File: src/rtl/instr_enc_pkg.sv
// instr_enc_pkg: shared codes, limits and FSM state for the instruction encoder
package instr_enc_pkg;
    typedef enum logic [2:0] {T_I = 3'b000, T_S, T_B, T_J, T_U, T_R} imm_type_t;
    typedef enum logic [1:0] {ERR_OK, ERR_RANGE, ERR_ALIGN, ERR_TYPE} err_t;
    typedef enum logic [1:0] {IDLE, CHECK, EMIT} state_t;
    localparam logic [31:0] NOP = 32'h0000_0013;
    localparam int IMM12_MIN = -2048;
    localparam int IMM12_MAX = 2047;
    localparam int IMM13_MIN = -4096;
    localparam int IMM13_MAX = 4094;
    localparam int IMM21_MIN = -1048576;
    localparam int IMM21_MAX = 1048574;
    function automatic logic in_range(input logic signed [31:0] v, input int lo, input int hi);
        return v >= lo && v <= hi;
    endfunction
endpackage

File: src/rtl/instr_encoder_imm_pack.sv
// imm_pack: packs decoded fields into an RV32I word and flags immediate errors
module imm_pack
    import instr_enc_pkg::*;
(
    input  logic [2:0]  imm_type,
    input  logic [6:0]  opcode,
    input  logic [4:0]  rd,
    input  logic [4:0]  rs1,
    input  logic [4:0]  rs2,
    input  logic [2:0]  funct3,
    input  logic [6:0]  funct7,
    input  logic [31:0] imm,
    output logic [31:0] instr,
    output logic [1:0]  err
);
    logic [31:0] raw;
    always_comb begin
        raw = NOP;
        err = ERR_OK;
        case (imm_type)
            T_I: begin
                raw = {imm[11:0], rs1, funct3, rd, opcode};
                err = in_range(imm, IMM12_MIN, IMM12_MAX) ? ERR_OK : ERR_RANGE;
            end
            T_S: begin
                raw = {imm[11:5], rs2, rs1, funct3, imm[4:0], opcode};
                err = in_range(imm, IMM12_MIN, IMM12_MAX) ? ERR_OK : ERR_RANGE;
            end
            T_B: begin
                raw = {imm[12], imm[10:5], rs2, rs1, funct3, imm[4:1], imm[11], opcode};
                err = imm[0] ? ERR_ALIGN : in_range(imm, IMM13_MIN, IMM13_MAX) ? ERR_OK : ERR_RANGE;
            end
            T_J: begin
                raw = {imm[20], imm[10:1], imm[11], imm[19:12], rd, opcode};
                err = imm[0] ? ERR_ALIGN : in_range(imm, IMM21_MIN, IMM21_MAX) ? ERR_OK : ERR_RANGE;
            end
            T_U: begin
                raw = {imm[31:12], rd, opcode};
                err = |imm[11:0] ? ERR_ALIGN : ERR_OK;
            end
            T_R: raw = {funct7, rs2, rs1, funct3, rd, opcode};
            default: err = ERR_TYPE;
        endcase
    end
    // any rejected bundle becomes a harmless NOP
    assign instr = (err == ERR_OK) ? raw : NOP;
endmodule

File: src/rtl/instr_encoder.sv
// instr_encoder: handshaked RV32I packer that emits words with a write address
module instr_encoder
    import instr_enc_pkg::*;
#(
    parameter int ADDR_W = 8
) (
    input  logic              clk,
    input  logic              rst,
    input  logic              in_valid,
    output logic              in_ready,
    input  logic [2:0]        imm_type,
    input  logic [6:0]        opcode,
    input  logic [4:0]        rd,
    input  logic [4:0]        rs1,
    input  logic [4:0]        rs2,
    input  logic [2:0]        funct3,
    input  logic [6:0]        funct7,
    input  logic [31:0]       imm,
    input  logic              addr_clr,
    output logic              out_valid,
    input  logic              out_ready,
    output logic [31:0]       out_instr,
    output logic [ADDR_W-1:0] out_addr,
    output logic [1:0]        out_err,
    output logic              addr_ovf
);
    state_t state, next_state;
    logic [2:0] r_type, r_f3;
    logic [6:0] r_op, r_f7;
    logic [4:0] r_rd, r_rs1, r_rs2;
    logic [31:0] r_imm, p_instr;
    logic [1:0] p_err;
    logic done;
    assign done = state == EMIT && out_ready;
    always_ff @(posedge clk or posedge rst) begin
        if (rst) state <= IDLE;
        else     state <= next_state;
    end
    always_comb begin
        next_state = state;
        case (state)
            IDLE:    if (in_valid) next_state = CHECK;
            CHECK:   next_state = EMIT;
            EMIT:    if (out_ready) next_state = IDLE;
            default: next_state = IDLE;
        endcase
    end
    always_comb begin
        in_ready  = state == IDLE;
        out_valid = state == EMIT;
    end
    always_ff @(posedge clk) begin
        if (state == IDLE && in_valid) begin
            {r_type, r_op, r_rd, r_rs1, r_rs2} <= {imm_type, opcode, rd, rs1, rs2};
            {r_f3, r_f7, r_imm} <= {funct3, funct7, imm};
        end
    end
    imm_pack u_pack (
        .imm_type(r_type),
        .opcode  (r_op),
        .rd      (r_rd),
        .rs1     (r_rs1),
        .rs2     (r_rs2),
        .funct3  (r_f3),
        .funct7  (r_f7),
        .imm     (r_imm),
        .instr   (p_instr),
        .err     (p_err)
    );
    always_ff @(posedge clk or posedge rst) begin
        if (rst) begin
            out_instr <= '0;
            out_err   <= '0;
        end else if (state == CHECK) begin
            out_instr <= p_instr;
            out_err   <= p_err;
        end
    end
    // a clear landing on a handshake wins over the increment
    always_ff @(posedge clk or posedge rst) begin
        if (rst) begin
            out_addr <= '0;
            addr_ovf <= 1'b0;
        end else if (addr_clr) begin
            out_addr <= '0;
            addr_ovf <= 1'b0;
        end else if (done && out_err == ERR_OK) begin
            out_addr <= out_addr + 1'b1;
            if (&out_addr) addr_ovf <= 1'b1;
        end
    end
endmodule

File: config.mk
export PLATFORM = sky130hd
export DESIGN_NAME = instr_encoder
export DESIGN_NICKNAME = d
export VERILOG_FILES = /design/src/rtl/instr_enc_pkg.sv /design/src/rtl/instr_encoder_imm_pack.sv /design/src/rtl/instr_encoder.sv
export SDC_FILE = /design/constraint.sdc
export NUM_CORES = 1
export LEC_CHECK = 0
export CAP_MARGIN = 20
export CORE_UTILIZATION = 37
export DETAILED_ROUTE_END_ITERATION = 16
export SLEW_MARGIN = 20
export SYNTH_ARGS = -nofsm -noshare
export SYNTH_HDL_FRONTEND = slang
export SYNTH_HIERARCHICAL = 1
export SYNTH_SLANG_ARGS = --single-unit
File: constraint.sdc
create_clock -name clk -period 2.42 [get_ports clk]
set_clock_uncertainty 0.15 [all_clocks]
set_input_delay 0.605 -clock clk [delete_from_list [all_inputs] [get_ports clk]]
set_output_delay 0.605 -clock clk [all_outputs]
set_load 0.01 [all_outputs]
-- Yosys cells after proc, flatten, opt, wreduce, memory -nomap -nowiden
Cells that the tools add are included.
- add/sub/neg operators: 1
- magnitude comparators: 6
- eq/ne operators: 9
- muxes and demuxes: 17
- reduce and logical (&&, ||, !) cells: 17
- operators with widths (kind ; number):
    $pmux 32 s6 ; 1
    $ge 32x12->1 const B ; 1
    $ge 32x13->1 const B ; 1
    $ge 32x21->1 const B ; 1
    $le 32x12->1 const B ; 1
    $le 32x13->1 const B ; 1
    $le 32x21->1 const B ; 1
    $mux 32 ; 1
    $mux 8 ; 2
    $reduce_or 12->1 ; 1
    $mux 2 ; 5
    $pmux 2 s5 ; 1
    $add 8x1->8 const B ; 1
    $reduce_and 8->1 ; 1
    $eq 3x2->1 const B ; 2
    $eq 3x3->1 const B ; 2
    $logic_and 1x1->1 ; 6
    $logic_not 2->1 ; 3
    $mux 1 ; 6
    $pmux 2 s3 ; 1
    $reduce_and 2->1 ; 2
    $reduce_bool 2->1 ; 2
    $eq 3x1->1 const B ; 1
    $logic_not 3->1 ; 1
    other kinds (5) ; 5
- register bits: 112
- input port bits: 72
- output and inout port bits: 45
- logic and storage cells: 63

-- Longest topological paths before layout
Gate-level depths: netlist of run 1.
- word-level depth: 7
- depth in mapped cells: 8
- depth with buffers taken out: 6

-- Hierarchy
Netlist of run 1, hierarchy kept.
- modules (own cells, without submodules) (module ; times used ; cells an instance ; area each (um2) ; sequential area each (um2)):
    instr_encoder ; 1 ; 199 ; 3868.7 ; 3138.0
    imm_pack ; 1 ; 212 ; 1420.1 ; 0.0

-- Worst setup path before layout of run 1
Ideal clock, no wire load.
- path type: reg-to-reg
- start point: register state[0]
- end point: register r_f3[0], enable pin
- library setup time: 0.432 ns
- arrival time: 2.252 ns
- required time: 1.838 ns
- slack: -0.414 ns
- cell stages (with the launch flop): 3
- path buffers: 0
- period minus slack after synthesis: 2.834 ns
- cell sequence: dfrtp_1 -> nor2_1 -> and2_1
- cells in the longest elaborated chain, start to end: 2
- ends and longest elaborated chain (what ; RTL line ; RTL):
    start, declared ; instr_encoder.sv:27 ; state_t state, next_state;
    start signal, assigned ; instr_encoder.sv:37 ; else state <= next_state;
    $logic_not 2->1 ; n/a ;
    via in_ready ; instr_encoder.sv:10 ; output logic in_ready,
    $logic_and 1x1->1 ; instr_encoder.sv:53 ; if (state == IDLE && in_valid) begin
    end signal, assigned ; instr_encoder.sv:55 ; {r_f3, r_f7, r_imm} <= {funct3, funct7, imm};
    end, declared ; instr_encoder.sv:28 ; logic [2:0] r_type, r_f3;
The timed path passes the listed nets, and every way through them passes these cells.
A chain may end at the register's enable or synchronous reset.

-- Worst setup path after layout of run 1
- start point: register r_imm[29]
- end point: register out_instr[1]
- cells in the longest elaborated chain, start to end: 7
- elaborated cells between the ends (all ways): 17
- those cells by class: order compare (6); mux (7); reduce/logical (4)
- ends and longest elaborated chain (what ; RTL line ; RTL):
    start, declared ; instr_encoder.sv:31 ; logic [31:0] r_imm, p_instr;
    start signal, assigned ; instr_encoder.sv:55 ;
    $ge 32x21->1 (tied with other cells) ; instr_enc_pkg.sv:14 ; return v >= lo && v <= hi;
    $logic_and 1x1->1 ; instr_enc_pkg.sv:14 ;
    $mux 1 (on tied branches) ; instr_encoder_imm_pack.sv:35, instr_encoder_imm_pack.sv:31 ;
    $mux 2 (on tied branches) ; instr_encoder_imm_pack.sv:35, instr_encoder_imm_pack.sv:31 ;
    $pmux 2 s5 (*) ; instr_encoder_imm_pack.sv:20 ; case (imm_type)
    $logic_not 2->1 (*) ; instr_encoder_imm_pack.sv:46 ; assign instr = (err == ERR_OK) ? raw : NOP;
    $mux 32 (*) ; instr_encoder_imm_pack.sv:46 ;
    via p_instr[1] ; instr_encoder.sv:31 ;
    end signal, assigned ; instr_encoder.sv:75 ; out_instr <= p_instr;
    end, declared ; instr_encoder.sv:22 ; output logic [31:0] out_instr,
The timed path passes the listed nets; every way through them passes the cells marked *.

==> impl_metrics.py, run 1 <==
metrics = {
    "outcome": {
        "status": "completed",
    },
    "floorplanning": {
        "rows": 43,
        "die_height_um": 122,
        "die_w_um": 122,
        "ios": 117,
        "start_util_pct": 38.0,
        "die-area_um2": 14800,
        "core_um2": 13900,
    },
    "yosys": {
        "syn_area_um2": 5290,
        "synth_edf_count": 67,
        "syn_area_per_cell_um2": 12.9,
        "ys_warn_count": 6,
        "synth_fp_nets": 484,
        "ys_seq_elements": 112,
        "synth_top_cell_by_area": "edfxtp_1",
        "yosysSeqAreaShare_pct": 59.3,
        "synthCells": 411,
        "synth_ff_type": "edfxtp_1",
        "synthArstFlopShare_pct": 40.2,
        "synth_area_leaders": "edfxtp_1, dfrtp_1, mux2_2",
        "synth_top_area_share_pct": 38.0,
        "synth_cell_types": 48,
    },
    "global_routing": {
        "antenna_found_initial": 0,
        "overflow": 0,
        "first_global_vias": 3947,
        "grt_pass1_wl_um": 21000,
        "groute.usage.overall_pct": 18.9,
        "grt_max_degree": 40,
    },
    "critical_path": {
        "slowest_stage": "or3_4",
        "cp.required_ns": 2.51,
        "worstPathArrival_ns": 2.49,
        "max_stage_delay_ns": 0.43,
        "cp-start-kind": "register",
        "cp_max_fo": 6,
        "critical_path.endpoint_type": "register",
        "cp_top_family": "simple AND/OR/NAND/NOR gates",
        "path_cells": "nand4_1 -> or3_4 -> nor3_4 -> a31oi_4 -> buf_4 -> or3_1 -> mux2_2",
        "critPathKind": "register to register",
        "crit_buf_inv": 1,
    },
    "timing": {
        "rsz0062_at_grt": "true",
        "finalSetupTns_ns": 0,
        "fin_crit_sh_pct": 99.3,
        "setup-violations-final": 0,
        "relSlewSlack_pct": 64.4,
        "max_freq_mhz": 416,
        "finalHoldViolations": 0,
        "drv_slew": 0,
        "tightest_slew_ns": 0.531,
        "fin_crit_ns": 2.40,
    },
    "cells_and_area": {
        "nNetsFinal": 633,
        "diodes": 0,
        "syn_to_final_growth_pct": 39.3,
        "n_fill_cell": 1207,
        "final_cell_mix": "clkdlybuf4s50_1, edfxtp_1, dfrtp_1, buf_4, mux2_2",
        "instances_no_fill": 745,
        "layout_commonest_cell": "clkdlybuf4s50_1",
        "layout-drive-gt1-share_pct": 26.0,
    },
    "clocking": {
        "cts.path.max_buffers": 2,
        "numCtsBuffers": 9,
        "cts_tree": "built",
        "clock_sinks": 112,
        "clkLatencyLatePin_ns": 0.35,
        "cts_max_level": 3,
        "cts_root_buf": "clkbuf_16",
        "clkTransAtPathRegs_ns": 0.07,
        "cts_hold_buffers": 0,
    },
    "route": {
        "drcViolationCount": 0,
        "firstDrtPassIters": 5,
        "vias": 3972,
        "avgViaCountPerCell": 5.33,
        "wl_um": 13100,
        "drtIter0Drc": 277,
        "wl_per_cell_um": 17.6,
        "drt.antenna.violating_nets": 0,
    },
    "place": {
        "dp.cells": 716,
        "port_buffers": 116,
        "gp_congestion": 0.875,
        "dp_hpwl_um": 9830,
    },
    "pwr": {
        "p_leak_uw": 0.00276,
        "power-per-cell-area_nw_per_um2": 951,
        "ir_worst_vdd_mv": 0.394,
    },
    "min_path": {
        "hold_class": "register to register",
    },
    "run": {
        "maxCapViolations": 0,
    },
}
[cell families (layout without fill, tap and decap cells)]
kind of cell / count (synthesis) / after routing / synth area share [%]
and+or+nand+nor: 124 / 124 / 16.0
DFF: 112 / 112 / 59.3
AOI/OAI and AO/OA: 87 / 87 / 10.6
muxes: 52 / 52 / 10.7
buffers and inverters: 35 / 189 / 3.12
adders and majority gates: 1 / 1 / 0.237
[power breakdown]
part / switching [uW] / internal (uW) / leakage, uW
sequential: 347 / 2600 / 0.00123
combinational: 1200 / 1380 / 0.00139
clock: 681 / 803 / 0.000139
[worst paths after layout]
kind | from | end | slack [ns] | cells after the start
worst max-delay path | r_imm[29] | out_instr[1] | 0.02 | 7
worst min-delay path | out_instr[10] | out_instr[10] | 0.36 | 1
worst max register to register | r_imm[29] | out_instr[1] | 0.02 | 7
worst min register to register | out_instr[10] | out_instr[10] | 0.36 | 1
max in group asynchronous | rst | out_addr[4] | 1.27 | 3
min in group asynchronous | rst | out_instr[19] | 0.39 | 2
[timing repair]
action / CTS / global route
gates resized for setup: 3 / 11
hold endpoints to repair: 0 / 0
gates cloned: 0 / 0
setup buffers: 9 / 4
pin swaps: 7 / 9
endpoints found under the setup margin: 2 / 27
[through the flow]
step                hold WS (ns)  utilization, %  worst slack [ns]  cell area (um2)  total power, uW
floorplan                  0.386               -             0.206             5290             4240
global route               0.368            52.9           -0.0432             7370             7420
finish                     0.355            52.9            0.0166             7370             7010
global placement           0.341            49.6            0.0349             6910             5450
CTS                        0.362            52.3           -0.0102             7280             7020
detailed placement         0.345            49.6          -0.00322             6910             5490
[cell type report]
type	instances	area (um2)	share of cell area, %
clock buffer	9	225	3.06
inverter	8	30.0	0.407
clock inverter	7	71.3	0.968
tap	180	225	3.06
multi-input combinational	264	2070	28.1
sequential	112	3140	42.6
timing repair buffer	165	1610	21.8
[metal layers]
layer	share of wire (%)	GRT usage (%)
met5	0	0
met2	46	28.8
met4	1.7	7.10
met1	45	26.3
met3	6.3	4.31
[cell usage after synthesis (3+ instances only)]
cell and n:
edfxtp_1 67, dfrtp_1 45, mux2_2 38, a21oi_1 30
a22oi_1 21, nand2_1 20, nor2_1 17, mux2i_1 14
clkbuf_1 12, nor4_2 12, nand4_1 10, nor3_2 10
buf_2 9, nor3_1 9, o21ai_0 9, a211oi_1 8
o22ai_1 8, nor4_1 7, inv_1 6, nand3_1 6
nor2b_1 5, or3_1 5, or4_1 5, and2_1 3
buf_1 3, buf_6 3, nand2b_1 3, o31ai_1 3
[registers in the layout, summed over array words and instances, names as in the netlist]
signal,count
r_rs2,5
out_addr,8
addr_ovf,1
r_f7,7
out_err,2
out_instr,32
state,2
r_op,7
r_imm,32
r_rd,5
r_rs1,5
r_type,3
r_f3,3
Note: power is estimated with default switching activity, not from simulation.
==> inputs of run 2 (changes only) <==
Settings changed: ABC_CLOCK_PERIOD_IN_PS set to 2420, CORE_MARGIN set to 1.
==> results of run 2 <==
Same layout as run 1: the final DEF is identical, and so are final timing and power.
==> RTL edit 1: new RTL, config.mk and constraints of run 1 <==
`ADDR_W`: 8 -> 7.
--- a/src/rtl/instr_encoder.sv
+++ b/src/rtl/instr_encoder.sv
@@ -2,7 +2,7 @@
 module instr_encoder
     import instr_enc_pkg::*;
 #(
-    parameter int ADDR_W = 8
+    parameter int ADDR_W = 7
 ) (
     input  logic              clk,
     input  logic              rst,
Ports: changed (resized out_addr); port bits go from 117 to 116. No check against the original RTL was run, so the function may have changed too.
==> RTL edit 1 against run 1 <==
The run now ends with negative setup slack left. Wire length fell by 1.2%. Hold slack worse by 1.9 ps. Power decreased by 1.4%. Sequential cell count decreased by 1. First-iteration DRC count is 23% lower. Area after synthesis down 1.3%. Sequential share of layout area is 0.84 points higher. Critical path depth shrank 1. Cell area down 2.7%. Setup slack lost 29 ps. Global-route usage down 0.24 points. Largest cell class unchanged.
==> RTL edit 1: results <==
{
  "status": "finished with violations",
  "violations": "negative setup slack",
  "dpl.hpwl_mm": 9.68,
  "p_sw_mw": 2.20,
  "setup_ws_ps": -12.4,
  "via_per_inst": 5.34,
  "cp.arrival_ps": 2520,
  "min-delay-start": "out_instr[3]",
  "power_frac_clock": 0.206,
  "post_cts_buffers": 0,
  "crit_path_max_fanout": 8,
  "dp_cells": 701,
  "met3_usage": 0.0406,
  "ir_drop_uv": 439,
  "post_dp_cell_area_sq_um": 6730,
  "grt_pass1_vias": 3812,
  "route.met2.wl_mm": 6.12,
  "port_buffers": 115,
  "synth_xor_xnor_area_share": 0,
  "cts-root-buf": "clkbuf_16",
  "synth_compound_area_frac": 0.104,
  "sequentialPower_mw": 2.94,
  "worstMarginPinSlew_ps": 542,
  "drtIter0Drc": 214,
  "gp_congestion": 0.922,
  "wl_met3_microns": 720,
  "crit_start": "r_imm[23]",
  "slowest_delay_ps": 520,
  "critPathSlowestCell": "or4_1",
  "wl_per_cell_microns": 18.0,
  "synth.area.top_cells": "edfxtp_1 39%, dfrtp_1 21%, mux2_2 8.4%",
  "met1_usage": 0.246,
  "synthCells": 406,
  "use_met2": 0.298,
  "syn-num-nets": 479,
  "nFillCells": 1203,
  "synth-adder-area-share": 0.00240,
  "grt_pass1_wl_mm": 20.5,
  "synth_common_cells": "67 x edfxtp_1, 44 x dfrtp_1, 39 x mux2_2, 28 x a21oi_1, 21 x a22oi_1",
  "cts-resized-gates": 0,
  "setup_viol": 2,
  "grt_start_max_net_pins": 45,
  "drt_wl_total_mm": 13.0,
  "p_seq_frac": 0.425,
  "grt_usage": 0.187,
  "p_leak_nw": 2.66,
  "layout-drive-gt1-share": 0.228,
  "setup_tns_ps": -22.7,
  "dp_slack_ps": 16.7,
  "fin_nets": 611
}
[RTL edit 1: cell count changes in the layout (fill, tap and decap cells not counted), moves of 3 or more]
cell,run 1,this run
nor4_2,13,5
nor3_4,1,5
nor4_4,2,7
or3_1,5,2
nor4_1,4,8
buf_4,42,27
nand3_1,5,9
nor3_2,10,7
[RTL edit 1: final timing paths]
check | endpoint | slack, ps | cells past startpoint
max | out_instr[4] | -10 | 6
min | out_instr[3] | 350 | 1
max reg2reg | out_instr[4] | -10 | 6
min reg2reg | out_instr[3] | 350 | 1
max in group asynchronous | out_instr[29] | 1440 | 3
min in group asynchronous | out_instr[22] | 460 | 3
[RTL edit 1: area by class of cell]
class,count,area [sq um],area share
Clock inverter,5,48.8,0.00681
Clock buffer,11,233,0.0325
Multi-Input combinational cell,259,2050,0.286
Sequential cell,111,3110,0.434
Inverter,8,30.0,0.00419
Timing Repair Buffer,149,1470,0.205
Tap cell,180,225,0.0314
==> RTL edit 2: new RTL, settings of run 1 <==
Without the edit above. The 3 states of `state_t` get a one-hot encoding in 3 bits.
--- a/src/rtl/instr_enc_pkg.sv
+++ b/src/rtl/instr_enc_pkg.sv
@@ -2,7 +2,7 @@
 package instr_enc_pkg;
     typedef enum logic [2:0] {T_I = 3'b000, T_S, T_B, T_J, T_U, T_R} imm_type_t;
     typedef enum logic [1:0] {ERR_OK, ERR_RANGE, ERR_ALIGN, ERR_TYPE} err_t;
-    typedef enum logic [1:0] {IDLE, CHECK, EMIT} state_t;
+    typedef enum logic [2:0] {IDLE = 3'b001, CHECK = 3'b010, EMIT = 3'b100} state_t;
     localparam logic [31:0] NOP = 32'h0000_0013;
     localparam int IMM12_MIN = -2048;
     localparam int IMM12_MAX = 2047;
Check against the original RTL: no difference found for any inputs over 10 cycles, from zero or initial values and one cycle with rst high; not proved beyond that.
==> RTL edit 2 against run 1 <==
Sequential power is 2% higher. Power is 13% higher. Combinational power is 4% lower. Sequential share of layout area is 0.58 points lower. Area after synthesis is 0.69% higher. Count of clock-buffer cells in the layout is 10 higher. Utilization is 1.2 points higher. Cell area is 2.2% higher. Wire length is 1.5% higher. Setup slack worse by 10 ps. Sequential cell count is 1 higher. Maximum frequency is 0.43% lower.
==> RTL edit 2: results <==
{
  "wl_per_cell_microns": 17.8,
  "synth_compound_area_frac": 0.106,
  "port_buffers": 116,
  "postSynthAreaPerCell_sq_um": 12.8,
  "yosysSeqAreaShare": 0.594,
  "grt_usage": 0.190,
  "p_leak_nw": 2.82,
  "clk_pin_slew_worst_paths_ps": 50,
  "clkLatencyLatePin_ps": 410,
  "dpl.hpwl_mm": 9.70,
  "grt_pass1_wl_mm": 20.9,
  "syn-num-nets": 488,
  "grt_start_max_net_pins": 47,
  "cts_made_buffers": 17,
  "drtIter0Drc": 375,
  "nFillCells": 1155,
  "ys_types": 52,
  "synthMuxAreaShare": 0.107,
  "clockBufferDepth": 2,
  "yosysWarningCount": 6,
  "antenna_found_initial": 0,
  "ir_drop_uv": 574,
  "vias": 4061,
  "layout-drive-gt1-share": 0.246,
  "htreeDepth": 4,
  "synth_common_cells": "67 x edfxtp_1, 45 x dfrtp_1, 38 x mux2_2, 30 x a21oi_1",
  "post_dp_cell_area_sq_um": 6880,
  "synth-adder-area-share": 0.00235,
  "status": "finished clean",
  "slew_headroom": 0.646,
  "gp_congestion": 0.932,
  "async_reset_ff_frac": 0.407,
  "dr.pass1.iters": 6,
  "grt_pass1_vias": 3907,
  "dp_slack_ps": 17.3,
  "drt_wl_total_mm": 13.3,
  "antenna_left": 0,
  "dp_cells": 712,
  "synth_xor_xnor_area_share": 0,
  "crit_path_max_fanout": 5,
  "fin_nets": 629,
  "synth.area.top_cells": "edfxtp_1 38%, dfrtp_1 21%, mux2_2 8.0%"
}
RTL edit 2: cell type report:
| type | instances | area [sq um] | share of cell area |
|---|---|---|---|
| inverters | 8 | 30.0 | 0.00399 |
| well taps | 180 | 225 | 0.0299 |
| clock buffers | 19 | 433 | 0.0575 |
| clock inverters | 12 | 143 | 0.0189 |
| multi-input cells | 267 | 2070 | 0.275 |
| repair buffers | 149 | 1470 | 0.195 |
| flip-flops and latches | 113 | 3160 | 0.420 |
RTL edit 2: worst max-delay path: stages (launching register included):
cell and delay, ps:
edfxtp_1 400, nand4_1 110, or3_4 410, nor3_4 240, a31oi_4 170, buf_4 170
or3b_1 380, mux2_2 270
RTL edit 2: where the power goes:
part / leakage, nW / internal, mW / switching, mW
Combinational: 1.30 / 1.28 / 1.20
Clock: 0.280 / 1.59 / 0.820
Sequential: 1.24 / 2.65 / 0.376
Total: 2.82 / 5.53 / 2.40
RTL edit 2: worst paths after layout:
check	to	slack, ps	from	depth (start not counted)
max	out_err[0]	6	r_imm[27]	7
min in group asynchronous	out_instr[11]	410	rst	3
min reg2reg	out_instr[22]	350	out_instr[22]	1
max reg2reg	out_err[0]	6	r_imm[27]	7
min	out_instr[22]	350	out_instr[22]	1
max in group asynchronous	state[0]	1430	rst	3
RTL edit 2: metal layers:
layer / global-route usage / vias up / part of all wire
met5: 0 / - / 0
met4: 0.0772 / 0 / 0.022
met3: 0.0552 / 29 / 0.059
met2: 0.279 / 173 / 0.46
met1: 0.260 / 1952 / 0.46
li1: - / 1907 / -
RTL edit 2: timing repair:
| action | 4_1_cts | 5_1_grt |
|---|---|---|
| endpoints found under the setup margin | 2 | 16 |
| gates cloned | 0 | 0 |
| resized for setup | 4 | 6 |
| buffers inserted | 3 | 2 |
| pin swaps | 1 | 0 |
